## src/rtl/clock_set_ctrl.sv

```systemverilog
// Settable 24-hour clock with two debounced pushbuttons.
// The mode button cycles RUN -> SET_HR -> SET_MIN; the inc button edits the selected field.
module clock_set_ctrl #(
  parameter int unsigned CLK_HZ          = 100000000,
  parameter int unsigned DEBOUNCE_CYCLES = 1000000
) (
  input  logic       clk_in,
  input  logic       rst,
  input  logic       pb_mode,
  input  logic       pb_inc,
  output logic [4:0] hours,
  output logic [5:0] minutes,
  output logic [5:0] seconds,
  output logic [1:0] mode_state,
  output logic       blink,
  output logic       led
);

  localparam int unsigned PW = (CLK_HZ > 1) ? $clog2(CLK_HZ) : 1;
  localparam int unsigned CW = $clog2(DEBOUNCE_CYCLES + 1);
  localparam logic [PW-1:0] PRESC_LAST = PW'(CLK_HZ - 1);
  localparam logic [PW-1:0] PRESC_HALF = PW'(CLK_HZ / 2);
  localparam logic [CW-1:0] DB_LAST    = CW'(DEBOUNCE_CYCLES - 1);

  typedef enum logic [1:0] {
    RUN     = 2'd0,
    SET_HR  = 2'd1,
    SET_MIN = 2'd2
  } mode_t;

  // Bit 0 is the mode button, bit 1 the inc button.
  logic [1:0]    sync_a;
  logic [1:0]    sync_b;
  logic [1:0]    level;
  logic [1:0]    level_q;
  logic [1:0]    press;
  logic [CW-1:0] db_cnt [2];

  mode_t         state;
  logic [PW-1:0] presc;
  logic [PW-1:0] presc_nxt;
  logic          tick;
  logic          mode_evt;
  logic          inc_evt;
  logic          leave_set;
  logic          in_set_nxt;

  // A level flips only after the synchronized input disagrees with it for a full run.
  always_ff @(posedge clk_in) begin
    if (rst) begin
      sync_a  <= '0;
      sync_b  <= '0;
      level   <= '0;
      level_q <= '0;
      press   <= '0;
      for (int i = 0; i < 2; i++) begin
        db_cnt[i] <= '0;
      end
    end else begin
      sync_a  <= {pb_inc, pb_mode};
      sync_b  <= sync_a;
      level_q <= level;
      press   <= level & ~level_q;
      for (int i = 0; i < 2; i++) begin
        if (sync_b[i] != level[i]) begin
          if (db_cnt[i] == DB_LAST) begin
            level[i]  <= sync_b[i];
            db_cnt[i] <= '0;
          end else begin
            db_cnt[i] <= db_cnt[i] + 1'b1;
          end
        end else begin
          db_cnt[i] <= '0;
        end
      end
    end
  end

  assign mode_evt   = press[0];
  assign inc_evt    = press[1];
  assign tick       = (presc == PRESC_LAST);
  assign leave_set  = mode_evt && (state == SET_MIN);
  assign presc_nxt  = (tick || leave_set) ? '0 : presc + 1'b1;
  assign in_set_nxt = mode_evt ? (state != SET_MIN) : (state != RUN);
  assign mode_state = state;

  // blink and led are computed from post-edge state so they line up with the registers they describe.
  always_ff @(posedge clk_in) begin
    if (rst) begin
      state   <= RUN;
      presc   <= '0;
      hours   <= '0;
      minutes <= '0;
      seconds <= '0;
      blink   <= 1'b0;
      led     <= 1'b0;
    end else begin
      presc <= presc_nxt;
      led   <= in_set_nxt;
      blink <= in_set_nxt && (presc_nxt < PRESC_HALF);
      case (state)
        RUN: begin
          if (mode_evt) begin
            state <= SET_HR;
          end
          if (tick) begin
            if (seconds == 6'd59) begin
              seconds <= '0;
              if (minutes == 6'd59) begin
                minutes <= '0;
                hours   <= (hours == 5'd23) ? '0 : hours + 5'd1;
              end else begin
                minutes <= minutes + 6'd1;
              end
            end else begin
              seconds <= seconds + 6'd1;
            end
          end
        end
        SET_HR: begin
          if (mode_evt) begin
            state <= SET_MIN;
          end else if (inc_evt) begin
            hours <= (hours == 5'd23) ? '0 : hours + 5'd1;
          end
        end
        SET_MIN: begin
          // Leaving the editor restarts the second so the new time starts cleanly.
          if (mode_evt) begin
            state   <= RUN;
            seconds <= '0;
          end else if (inc_evt) begin
            minutes <= (minutes == 6'd59) ? '0 : minutes + 6'd1;
          end
        end
        default: state <= RUN;
      endcase
    end
  end

endmodule

```

## config.mk

```make
export PLATFORM = sky130hd
export DESIGN_NAME = clock_set_ctrl
export DESIGN_NICKNAME = d
export VERILOG_FILES = /design/src/rtl/clock_set_ctrl.sv
export SDC_FILE = /design/constraint.sdc
export NUM_CORES = 1
export LEC_CHECK = 0
export ABC_AREA = 1
export CORE_ASPECT_RATIO = 1.2
export CORE_UTILIZATION = 38
export DETAILED_ROUTE_END_ITERATION = 10
export HOLD_SLACK_MARGIN = 0.12
export SYNTH_ARGS = -nofsm -noshare
export SYNTH_HDL_FRONTEND = slang
export SYNTH_SLANG_ARGS = --single-unit
```

## constraint.sdc

```tcl
create_clock -name clk_in -period 2.4 [get_ports clk_in]
set_input_delay 0.24 -clock clk_in [delete_from_list [all_inputs] [get_ports clk_in]]
set_output_delay 0.24 -clock clk_in [all_outputs]
set_load 0.005 [all_outputs]
```

Word level (Yosys, flattened, before mapping) --
Memories as Yosys holds them, arrays and structs flattened. Index checks and enable logic that the tools add are counted.
Storage, ports and cells: flip-flop bits (word level) 58, RAM bits 40, input bits 4, output and inout port bits 21, word-level logic and storage cells 116, memories kept 1
Memories:
- db_cnt | words 2, width 20, read ports 2, clocked after memory_dff 0, write ports 2, line 37 | logic [CW-1:0] db_cnt [2];
Operators by class: $add $sub $neg 6, magnitude comparators 1, equal/unequal tests 21, muxes and demuxes 53, bitwise gates (word level) 8, reduce and logical (&&, ||, !) cells 13
Operator list (count):
- two-way mux 20 bit | 6
- two-way mux 6 bit | 8
- adder 20 x 1 -> 20 bit (second input constant) | 2
- == test 20 bit (second input constant) | 2
- two-way mux 5 bit | 6
- adder 27 x 1 -> 27 bit (second input constant) | 1
- == test 27 bit (second input constant) | 1
- less-than comparator 27 x 26 -> 1 bit (second input constant) | 1
- two-way mux 27 bit | 1
- two-way mux 1 bit | 25
- one-hot mux 6 bit (2 select lines) | 2
- inequality test 2 bit (second input constant) | 11
- adder 6 x 1 -> 6 bit (second input constant) | 2
- == test 6 bit (second input constant) | 2
- one-hot mux 5 bit (2 select lines) | 1
- two-way mux 2 bit | 3
- OR 1 bit | 6
- one-hot mux 2 bit (3 select lines) | 1
- AND reduction 3 bit | 2
- AND reduction 6 bit | 1
- nonzero test 2 bit | 3
- adder 5 x 1 -> 5 bit (second input constant) | 1
- == test 5 bit (second input constant) | 1
- AND reduction 5 bit | 1
- 9 further kinds | 12

Logic depth before layout (Yosys ltp) --
depth after elaboration 8, mapped depth 14, depth with buffers taken out 14

Worst setup path after synthesis --
OpenSTA, ideal clock, no wires.
kind reg-to-reg, from mem db_cnt[1][0] in the netlist's numbering, to mem db_cnt[1][16] in the netlist's numbering, data pin, setup time 257 ps, arrival 1621 ps, data required time 2143 ps, slack 522 ps, stages on the path, launching flop included 15, path buffers 0, period minus slack after synthesis 1878 ps, cells stage by stage edfxtp_1 > ha_1 > nand3_2 > nor2_4 > nand2_2 > nor2_4 > nand2_2 > nor2_2 > nand2_2 > nor2_2 > nand2_2 > nor2_1 > nand2_1 > nand2_1 > nor2_1
RTL lines (line):
- start: declaration | 37

==> impl_metrics.tcl <==
set metrics [dict create \
    power_density_nw_per_um2 526.3 \
    switching_power_mw 0.7468 \
    post-place-ws_ps 184.6 \
    ys_ff_latch 98 \
    antenna_found_initial 0 \
    crit_path_top_delay_cell "edfxtp_1" \
    reg2reg_slack_ps 290 \
    peakVddDrop_uv 383.4 \
    period_share_pct 87.79 \
    switching_share_pct 22.51 \
    grt_pass1_wl_mm 19.18 \
    synthArstFlopShare_pct 0 \
    synth_top_cell_area_share_pct 22.25 \
    clock.fmax_mhz 474.6 \
    wl_mm 11.35 \
    clock_path_buffers 2 \
    rows 47 \
    cpLargestDelayFamily "simple AND/OR/NAND/NOR gates" \
    area_growth_syn_to_layout_pct 16.76 \
    cts_max_level 3 \
    grt_overflow 0 \
    arrival_ps 2210 \
    dp_hpwl_mm 8.667 \
    grt_util_all_layers_pct 16.23 \
    yosys_warnings 0 \
    worst-path-buf-inv 3 \
    cp_cell_sequence "ha_1 -> nand2_1 -> nor2_1 -> nand2_1 -> nor2_1 -> inv_1 -> or2_1 -> inv_1 -> nand2_1 -> nand2_2 -> buf_4 -> nor3b_1" \
    antenna_left 0 \
    ys.flop_type "dfxtp_1" \
    r2r_cells 12 \
    initial_utilization_pct 39.07 \
    postSynthCellCount 743 \
    place_congestion 0.8247 \
    drv_slew 0 \
    worstHoldEndpoint "press[1]" \
    layout.nets 825 \
    fin_tns_setup_ps 0 \
    die_h_um 132.6 \
    hold_start "level_q[1]" \
    drcViolationCount 0 \
    seq_power_share_pct 54.2 \
    whs_path_depth 1 \
    status "completed" \
    period_needed_ps 2107 \
    clock_latency_ps 350 \
    syn_area_per_cell_um2 7.266 \
    slowest_delay_ps 380 \
    via_per_inst 4.706 \
    cpMostUsedCell "nand2_1" \
    fin_ws_ps 292.9 \
    cts_sinks 98 \
    postCtsSetupRepairBufs 0 \
    synth.distinct_cells 41 \
    cts.reportedPaths.clkPinSlew_ps 70 \
    fp.dieW_um 110.8 \
    grt_pass1_vias 4304 \
    crit_start "db_cnt[0][0]" \
    p_leak_nw 2.381 \
    netlist.top_cell.by_area "edfxtp_1" \
    drt_iter0_drc 204 \
    syn_area_um2 5399 \
    r2r-start "db_cnt[0][0]" \
    r2r-end "db_cnt[0][3]" \
    num_vias 4664 \
    crit_path_max_fanout 12 \
    coreArea_um2 13820 \
    critPathRequiredTime_ps 2500 \
    hold_path_class "flip-flop to flip-flop" \
    cts_root_buffer "clkbuf_16" \
    pin_count 25 \
    firstDrtPassIters 4 \
    wl_per_cell_um 11.45 \
    grt_max_degree 30 \
    io_buffers 24 \
    synthTopCellsByArea "edfxtp_1, dfxtp_1, nand2_1, nor2_1, inv_1" \
    cap_violations 0 \
    power_frac_clock_pct 42.5 \
    setup_viol 0 \
    cts_tree "done" \
    hold_viol_final 0 \
    antenna_cells 0 \
    drive_gt1_share_pct 8.293 \
    intPower_mw 2.570 \
    ys_seq_area_share_pct 43.75 \
    clock_skew_ps 7.339 \
    setup.worst_path.class "flip-flop to flip-flop" \
    crit_path_start_kind "flip-flop" \
    cp-end-kind "flip-flop" \
    comb_power_share_pct 3.2 \
    cts_buffers 9 \
    synth_edf_count 40 \
    rsz0062_at_grt "no" \
    die_area_um2 14690 \
]
==> per-layer routing <==
layer	vias to the layer above	track usage, %	wire length (um)
met3	21	2.474	236
li1	2508	-	-
met4	0	8.667	313
met5	-	0	0
met1	2091	18.21	5141
met2	44	29.43	5657
==> sequential cells by signal (all words and copies together) (netlist names) <==
register    flops
db_cnt         40
level           2
mode_state      2
presc          27
minutes         6
sync_a          2
sync_b          2
seconds         6
led             1
hours           5
blink           1
level_q         2
press           2
==> cells in the final DEF (no fill, tap or decap), types with 3 or more instances in the layout <==
cell type / count
nor2_1: 142
edfxtp_1: 40
nor3_1: 28
nand2_2: 9
ha_1: 6
nor4_1: 8
o21bai_1: 4
nor3_2: 7
nand2_1: 153
nand4_1: 16
clkdlybuf4s50_1: 24
nand3_1: 38
conb_1: 40
xor2_1: 14
buf_4: 7
dfxtp_1: 58
nor2_2: 13
o21ai_0: 16
inv_1: 100
clkbuf_16: 10
or2_2: 6
nor2_4: 3
nor3b_1: 7
a21oi_1: 41
a211oi_1: 3
==> power groups by stage <==
stage                     Combinational (mW)  Sequential [mW]  Clock [mW]
final                                  0.108             1.80        1.41
after floorplan                       0.0809             1.83           0
after global routing                   0.126             1.80        1.51
after CTS                              0.107             1.80        1.46
after detailed placement               0.107             1.84           0
after global placement                 0.106             1.84           0
==> cells in the mapped netlist (13+ instances only) <==
cell / n
xor2_1: 14
nor3_1: 28
o21ai_0: 16
inv_1: 100
nand2_1: 154
nand4_1: 16
nand3_1: 38
a21oi_1: 41
edfxtp_1: 40
nor2_1: 142
dfxtp_1: 58
nor2_2: 13
==> stage by stage <==
step           hold slack [ps]  instance area [um^2]  power [mW]  util, %  instances
5_1_grt                  409.3                  6304       3.443    45.61        991
4_1_cts                  392.7                  6301       3.366    45.60        991
3_5_place_dp             381.6                  6010       1.943    43.49        975
6_report                 387.4                  6304       3.317    45.61        991
2_1_floorplan            330.4                  5545       1.908        -        782
3_3_place_gp             377.7                  6010       1.943    43.49        975
==> worst max-delay path by stage <==
| stage | to | slack (ps) | cells after the start |
|---|---|---|---|
| 3_5_place_dp | db_cnt[0][2] | 180 | 12 |
| 6_report | db_cnt[0][3] | 290 | 12 |
| 5_1_grt | db_cnt[0][11] | 90 | 12 |
| 4_1_cts | db_cnt[0][2] | 170 | 12 |
| 3_3_place_gp | db_cnt[0][3] | 210 | 12 |
| 2_1_floorplan | db_cnt[1][16] | 520 | 14 |
==> cell families after synthesis <==
logic type,after synthesis,share of synthesized area (%)
AOI/OAI and AO/OA,72,7.463
xor gates and xnor gates,16,2.596
adders and majority gates,6,1.390
buffers and inverters,111,7.880
DFF,98,43.75
other,1,0.06946
and+or+nand+nor,439,36.85
==> timing repair <==
action,in CTS,in global routing
endpoints found under the setup margin,0,11
hold buffers,0,0
resized for setup,0,1
==> area by class of cell <==
type / count / area, um^2
clock buffers: 11 / 254.0
clock inverters: 5 / 37.54
fillers: 1416 / 7516
inverters: 102 / 382.9
multi-input cells: 573 / 2760
flip-flops and latches: 98 / 2362
well taps: 171 / 214.0
repair buffers: 31 / 292.8
==> worst reg2reg max path: stages (launching register included) <==
cell and delay (ps):
edfxtp_1 380, ha_1 180, nand2_1 70, nor2_1 160
nand2_1 80, nor2_1 120, inv_1 60, or2_1 220
inv_1 60, nand2_1 80, nand2_2 170, buf_4 220
nor3b_1 70
(Power assumes the default switching activity.)
